$ cat src/rtl/branch_resolver.sv
`timescale 1ns/1ps
// branch_resolver: two-stage (IF/ID, ID/EX) tracking of predictor state with
// RISC-V control-flow decode and EX-stage branch resolution.
// Optional feature macro: BRANCH_STATS_EN (saturating retirement counters).
module branch_resolver (
   input  logic        clk,
   input  logic        rst_n,
   input  logic        stall,
   input  logic        flush,
   input  logic [31:0] pc_1,
   input  logic        pred_taken_1,
   input  logic [31:0] pred_target_1,
   input  logic [31:0] instr_2,
   input  logic [31:0] rs1_3,
   input  logic [31:0] rs2_3,
   output logic [31:0] pc_3,
   output logic        is_branch_3,
   output logic        taken_3,
   output logic        prev_taken_3,
   output logic [31:0] target_3,
   output logic        mispredict_3,
   output logic [31:0] branch_cnt,
   output logic [31:0] mispred_cnt
);

   localparam logic [1:0] KIND_NONE = 2'd0;
   localparam logic [1:0] KIND_BR   = 2'd1;
   localparam logic [1:0] KIND_JAL  = 2'd2;
   localparam logic [1:0] KIND_JALR = 2'd3;

   localparam logic [6:0] OP_BR   = 7'b1100011;
   localparam logic [6:0] OP_JAL  = 7'b1101111;
   localparam logic [6:0] OP_JALR = 7'b1100111;

   // Branch condition evaluation; 010/011 are not valid conditions and resolve not-taken
   function automatic logic br_cmp(input logic [2:0] f3, input logic [31:0] a, input logic [31:0] b);
      logic signed [31:0] sa;
      logic signed [31:0] sb;
      logic               res;
      sa = a;
      sb = b;
      case (f3)
         3'b000:  res = (a == b);
         3'b001:  res = (a != b);
         3'b100:  res = (sa < sb);
         3'b101:  res = (sa >= sb);
         3'b110:  res = (a < b);
         3'b111:  res = (a >= b);
         default: res = 1'b0;
      endcase
      return res;
   endfunction

   // IF/ID register
   logic        r_vld_p0;
   logic [31:0] r_pc_p0;
   logic        r_pt_p0;
   logic [31:0] r_ptgt_p0;

   // ID/EX register
   logic        r_vld_p1;
   logic [31:0] r_pc_p1;
   logic        r_pt_p1;
   logic [31:0] r_ptgt_p1;
   logic [1:0]  r_kind_p1;
   logic [2:0]  r_f3_p1;
   logic [31:0] r_imm_p1;

   logic [1:0]  w_kind;
   logic [31:0] w_imm;
   logic [6:0]  w_opcode;

   assign w_opcode = instr_2[6:0];

   // Decode control-flow kind and its sign-extended immediate from the ID instruction
   always_comb begin
      w_kind = KIND_NONE;
      w_imm  = 32'd0;
      case (w_opcode)
         OP_BR: begin
            w_kind = KIND_BR;
            w_imm  = {{20{instr_2[31]}}, instr_2[7], instr_2[30:25], instr_2[11:8], 1'b0};
         end
         OP_JAL: begin
            w_kind = KIND_JAL;
            w_imm  = {{12{instr_2[31]}}, instr_2[19:12], instr_2[20], instr_2[30:21], 1'b0};
         end
         OP_JALR: begin
            w_kind = KIND_JALR;
            w_imm  = {{20{instr_2[31]}}, instr_2[31:20]};
         end
         default: begin
            w_kind = KIND_NONE;
            w_imm  = 32'd0;
         end
      endcase
   end

   // Pipeline advance: reset clears everything, stall freezes, flush kills both entries
   always_ff @(posedge clk) begin
      if (!rst_n) begin
         r_vld_p0  <= 1'b0;
         r_pc_p0   <= 32'd0;
         r_pt_p0   <= 1'b0;
         r_ptgt_p0 <= 32'd0;
         r_vld_p1  <= 1'b0;
         r_pc_p1   <= 32'd0;
         r_pt_p1   <= 1'b0;
         r_ptgt_p1 <= 32'd0;
         r_kind_p1 <= KIND_NONE;
         r_f3_p1   <= 3'd0;
         r_imm_p1  <= 32'd0;
      end else if (!stall) begin
         // IF -> IF/ID
         r_vld_p0  <= ~flush;
         r_pc_p0   <= pc_1;
         r_pt_p0   <= pred_taken_1;
         r_ptgt_p0 <= pred_target_1;
         // IF/ID -> ID/EX
         r_vld_p1  <= r_vld_p0 & ~flush;
         r_pc_p1   <= r_pc_p0;
         r_pt_p1   <= r_pt_p0;
         r_ptgt_p1 <= r_ptgt_p0;
         r_kind_p1 <= w_kind;
         r_f3_p1   <= instr_2[14:12];
         r_imm_p1  <= w_imm;
      end
   end

   // EX stage resolution (combinational from ID/EX and forwarded operands)
   logic        w_ctl;
   logic        w_taken;
   logic [31:0] w_seq_pc;
   logic [31:0] w_rel_tgt;
   logic [31:0] w_jalr_sum;
   logic [31:0] w_jalr_tgt;
   logic [31:0] w_target;

   assign w_ctl      = r_vld_p1 & (r_kind_p1 != KIND_NONE);
   assign w_seq_pc   = r_pc_p1 + 32'd4;
   assign w_rel_tgt  = r_pc_p1 + r_imm_p1;
   assign w_jalr_sum = rs1_3 + r_imm_p1;
   assign w_jalr_tgt = {w_jalr_sum[31:1], 1'b0};

   // Actual direction: compare result for BR, always taken for jumps
   always_comb begin
      w_taken = 1'b0;
      if (w_ctl) begin
         case (r_kind_p1)
            KIND_BR:   w_taken = br_cmp(r_f3_p1, rs1_3, rs2_3);
            KIND_JAL:  w_taken = 1'b1;
            KIND_JALR: w_taken = 1'b1;
            default:   w_taken = 1'b0;
         endcase
      end
   end

   // Actual next PC: fall-through unless taken
   always_comb begin
      w_target = w_seq_pc;
      if (w_taken) begin
         w_target = (r_kind_p1 == KIND_JALR) ? w_jalr_tgt : w_rel_tgt;
      end
   end

   assign pc_3         = r_pc_p1;
   assign is_branch_3  = w_ctl;
   assign taken_3      = w_taken;
   assign prev_taken_3 = r_pt_p1;
   assign target_3     = w_target;
   assign mispredict_3 = w_ctl & ((w_taken != r_pt_p1) |
                                  (w_taken & r_pt_p1 & (w_target != r_ptgt_p1)));

`ifdef BRANCH_STATS_EN
   // Counters stick at all-ones instead of wrapping
   function automatic logic [31:0] sat_inc(input logic [31:0] v);
      return (v == 32'hFFFF_FFFF) ? v : v + 32'd1;
   endfunction

   logic [31:0] r_branch_cnt;
   logic [31:0] r_mispred_cnt;

   // Count each EX control-flow instruction once, on the edge it leaves EX
   always_ff @(posedge clk) begin
      if (!rst_n) begin
         r_branch_cnt  <= 32'd0;
         r_mispred_cnt <= 32'd0;
      end else if (!stall && w_ctl) begin
         r_branch_cnt <= sat_inc(r_branch_cnt);
         if (mispredict_3) begin
            r_mispred_cnt <= sat_inc(r_mispred_cnt);
         end
      end
   end

   assign branch_cnt  = r_branch_cnt;
   assign mispred_cnt = r_mispred_cnt;
`else
   assign branch_cnt  = 32'd0;
   assign mispred_cnt = 32'd0;
`endif

endmodule

$ cat config.mk
export PLATFORM = sky130hd
export DESIGN_NAME = branch_resolver
export DESIGN_NICKNAME = d
export VERILOG_FILES = /design/src/rtl/branch_resolver.sv
export SDC_FILE = /design/constraint.sdc
export NUM_CORES = 1
export LEC_CHECK = 0
export CORE_MARGIN = 3
export CORE_UTILIZATION = 47
export DETAILED_ROUTE_END_ITERATION = 8
export PLACE_DENSITY = 0.78
export SKIP_CTS_REPAIR_TIMING = 1
export SYNTH_ARGS = -nofsm -noshare
export SYNTH_HDL_FRONTEND = slang
export SYNTH_SLANG_ARGS = --single-unit
$ cat constraint.sdc
create_clock -name clk -period 7.2 [get_ports clk]
set_input_delay 1.44 -clock clk [delete_from_list [all_inputs] [get_ports clk]]
set_output_delay 1.44 -clock clk [all_outputs]
set_load 0.005 [all_outputs]
==> metrics <==
initial DRC count 1162; vias in the first global route 12600; vias per cell 5.65; Num CTS Buffers 17; # setup viols final 0; critical path startpoint category input pin; n_diodes 0; via count 13300; Slew Limit Fails 0; first-pass GRT wire length 66700 µm; largest net degree at the start of global routing 116; Sink Count 158; Reg clk slew, reported paths 0.07 ns; layout cells sized above 1 15.6%; worst setup margin 0.166 ns; CP Launch Point rs2_3[2]; Die H 175 µm; r2r endpoint pc_3[8]; final antenna-violating net count 0; most common cell after layout, fill and taps aside clkdlybuf4s50_1; Fill cells 2309; Setup Crit Path Kind in2out; drt pass-1 iters 5; CP max FO 13; VDD IR max 0.159 mV; worst rel slew slack 32.3%; wire per inst 18.6 µm; Post-synth EDFFs 0; DIE WIDTH 175 µm; endpoint class of the critical path output pin; CTS Root Cell clkbuf_16; Area Overhead vs Synth 35.4%; Final Hold Vio Count 0; Post-DP HPWL 33700 µm; Initial Util 47.9%; worst-margin pin slew 1.01 ns; fin util 64.9%; final WL 43800 µm; Max clock buf depth 2; sequential area share after synthesis 23.7%; grt total ovfl 0; Critical Path AT 5.59 ns; Ys Warns 0; pre-CTS WS -0.766 ns; H-tree depth 4; commonest non-fill, non-tap cells in the layout clkdlybuf4s50_1 (170), dfxtp_1 (158), mux2i_1 (157), buf_4 (157), nor2b_1 (147); Yosys reg bits 158; Synth Cell Area 0.0133 mm²; # rows 61; core area 0.0279 mm²; timing-limited maximum frequency 142 MHz; Distinct cells, synth 84; min Tclk post-route 7.03 ns; Area contributors post-synth dfxtp_1 (24%), mux2i_1 (12%), ha_1 (8.9%), nor2b_1 (6.9%), xnor2_1 (4.4%); Die ar. 0.0305 mm²; CTS tree built; remaining routing DRC violations 0; RePlAce Congestion 0.963; I/O Buffers 232; r2r startpoint pc_3[8]; initial antenna violation count 0; Worst Path Required 5.76 ns; IO Count 297; syn avg cell area 8.18 µm²; Worst setup endpoint mispredict_3; Final Skew 0.00949 ns; Worst R2R Path Depth 2; Global Route Usage Sum 27.1%; placed cell count 2317; Layout Cells excl Fill 2356; Final Cycle Share 97.7%; PnR Total Power 2.42 mW; cell count after synthesis 1632; Max Cap Violations 0; post-synth top area cell dfxtp_1; HP Class reg2reg; Top FF cell, synth dfxtp_1; worst-skew pair later-pin latency 0.43 ns; Fin Hold WS 0.513 ns; R2R Setup Slk 6.26 ns; status complete, no violations; LEAKAGE 8.16 nW; pwr dens 134 mW/mm²; ys async rst share 0%; NumNets Final 2227; post-synth top area share 23.7%
-- routing by layer --
layer  GRT usage [%]  up-vias  share of wire, %
met2            43.3      560                45
met4            9.67        0               3.7
met1            37.3     6240                44
li1                -     6426                 -
met3            4.28       89               7.5
met5               0        -                 0
-- worst max-delay path, stage by stage --
cell	delay [ns]
clkdlybuf4s50_1	0.47
inv_2	0.05
ha_4	0.26
nand4_1	0.15
or4_4	0.49
o21ai_4	0.18
a211o_1	0.14
o211a_1	0.16
buf_4	0.14
nand2_1	0.07
buf_4	0.18
o41ai_2	0.27
nor3_1	0.09
or4_1	0.53
or4_4	0.51
nor4b_2	0.26
nor2_1	0.06
buf_2	0.15
-- area by class of cell --
cell class / instances / area [µm²] / area share (%)
inverters: 64 / 240 / 1.33
repair buffers: 390 / 3660 / 20.2
clock inverters: 15 / 186 / 1.03
multi-input cells: 1334 / 9930 / 54.9
well taps: 378 / 473 / 2.62
flip-flops and latches: 158 / 3160 / 17.5
clock buffers: 17 / 425 / 2.35
-- report_power, final --
| part | switching (mW) | internal (mW) |
|---|---|---|
| combinational | 0.250 | 0.297 |
| clock | 0.449 | 0.472 |
| sequential | 0.0432 | 0.909 |
| total | 0.742 | 1.68 |
-- kinds of logic (layout without fill, tap and decap cells) --
kind of cell,after synthesis,in the layout,synth area share [%]
other cells,1,64,0.0281
xor+xnor,103,103,6.86
simple gates,521,521,21.5
flops,158,158,23.7
fa+ha+maj,97,97,9.21
compound gates,389,389,19.1
mux,160,160,12.0
buf+inv,203,486,7.65
-- how the worst min path moves through the flow --
stage             startpoint            end  slack [ns]  cells after the start
2_1_floorplan     r_pc_p0[0]        pc_3[0]        0.48                      2
3_3_place_gp     r_pc_p0[11]       pc_3[11]        0.49                      2
3_5_place_dp     r_pc_p0[29]       pc_3[29]        0.51                      2
4_1_cts         r_ptgt_p0[9]   r_ptgt_p1[9]        0.52                      2
5_1_grt        r_ptgt_p0[30]  r_ptgt_p1[30]        0.53                      2
6_report         r_pc_p0[29]       pc_3[29]        0.51                      2
-- synthesized netlist by cell type, types with 4 or more instances --
library cell,instances
a2111oi_0,8
a211oi_1,17
a21boi_0,5
a21o_1,33
a21oi_1,108
a221oi_1,8
a22oi_1,14
a31oi_1,19
and2_1,33
and3_1,15
and4_1,8
buf_1,15
buf_4,65
clkbuf_1,57
dfxtp_1,158
ha_1,95
inv_1,64
mux2i_1,159
nand2_1,114
nand2b_1,7
nand3_1,33
nand4_1,32
nor2_1,64
nor2b_1,148
nor3_1,23
nor4_1,6
o2111ai_1,7
o211ai_1,13
o21a_1,11
o21ai_0,81
o21bai_1,6
o31ai_1,5
or2_2,4
or3_1,9
or4_1,5
xnor2_1,67
xor2_1,35
-- state kept, by name, indices dropped and copies added, names as in the netlist, 2 cells and up --
register and cells:
r_f3_p1 3, r_pc_p0 32, r_imm_p1 21, r_kind_p1 2, r_ptgt_p0 32, r_ptgt_p1 32, pc_3 32
-- stage by stage --
stage                     instance area, µm²  setup TNS (ns)
after floorplan                        13600               0
after global routing                   18100         -0.0467
after CTS                              17300          -0.768
after global placement                 16700          -0.653
final                                  18100               0
after detailed placement               16700          -0.766
No activity file was read; power rests on OpenSTA's default activity.
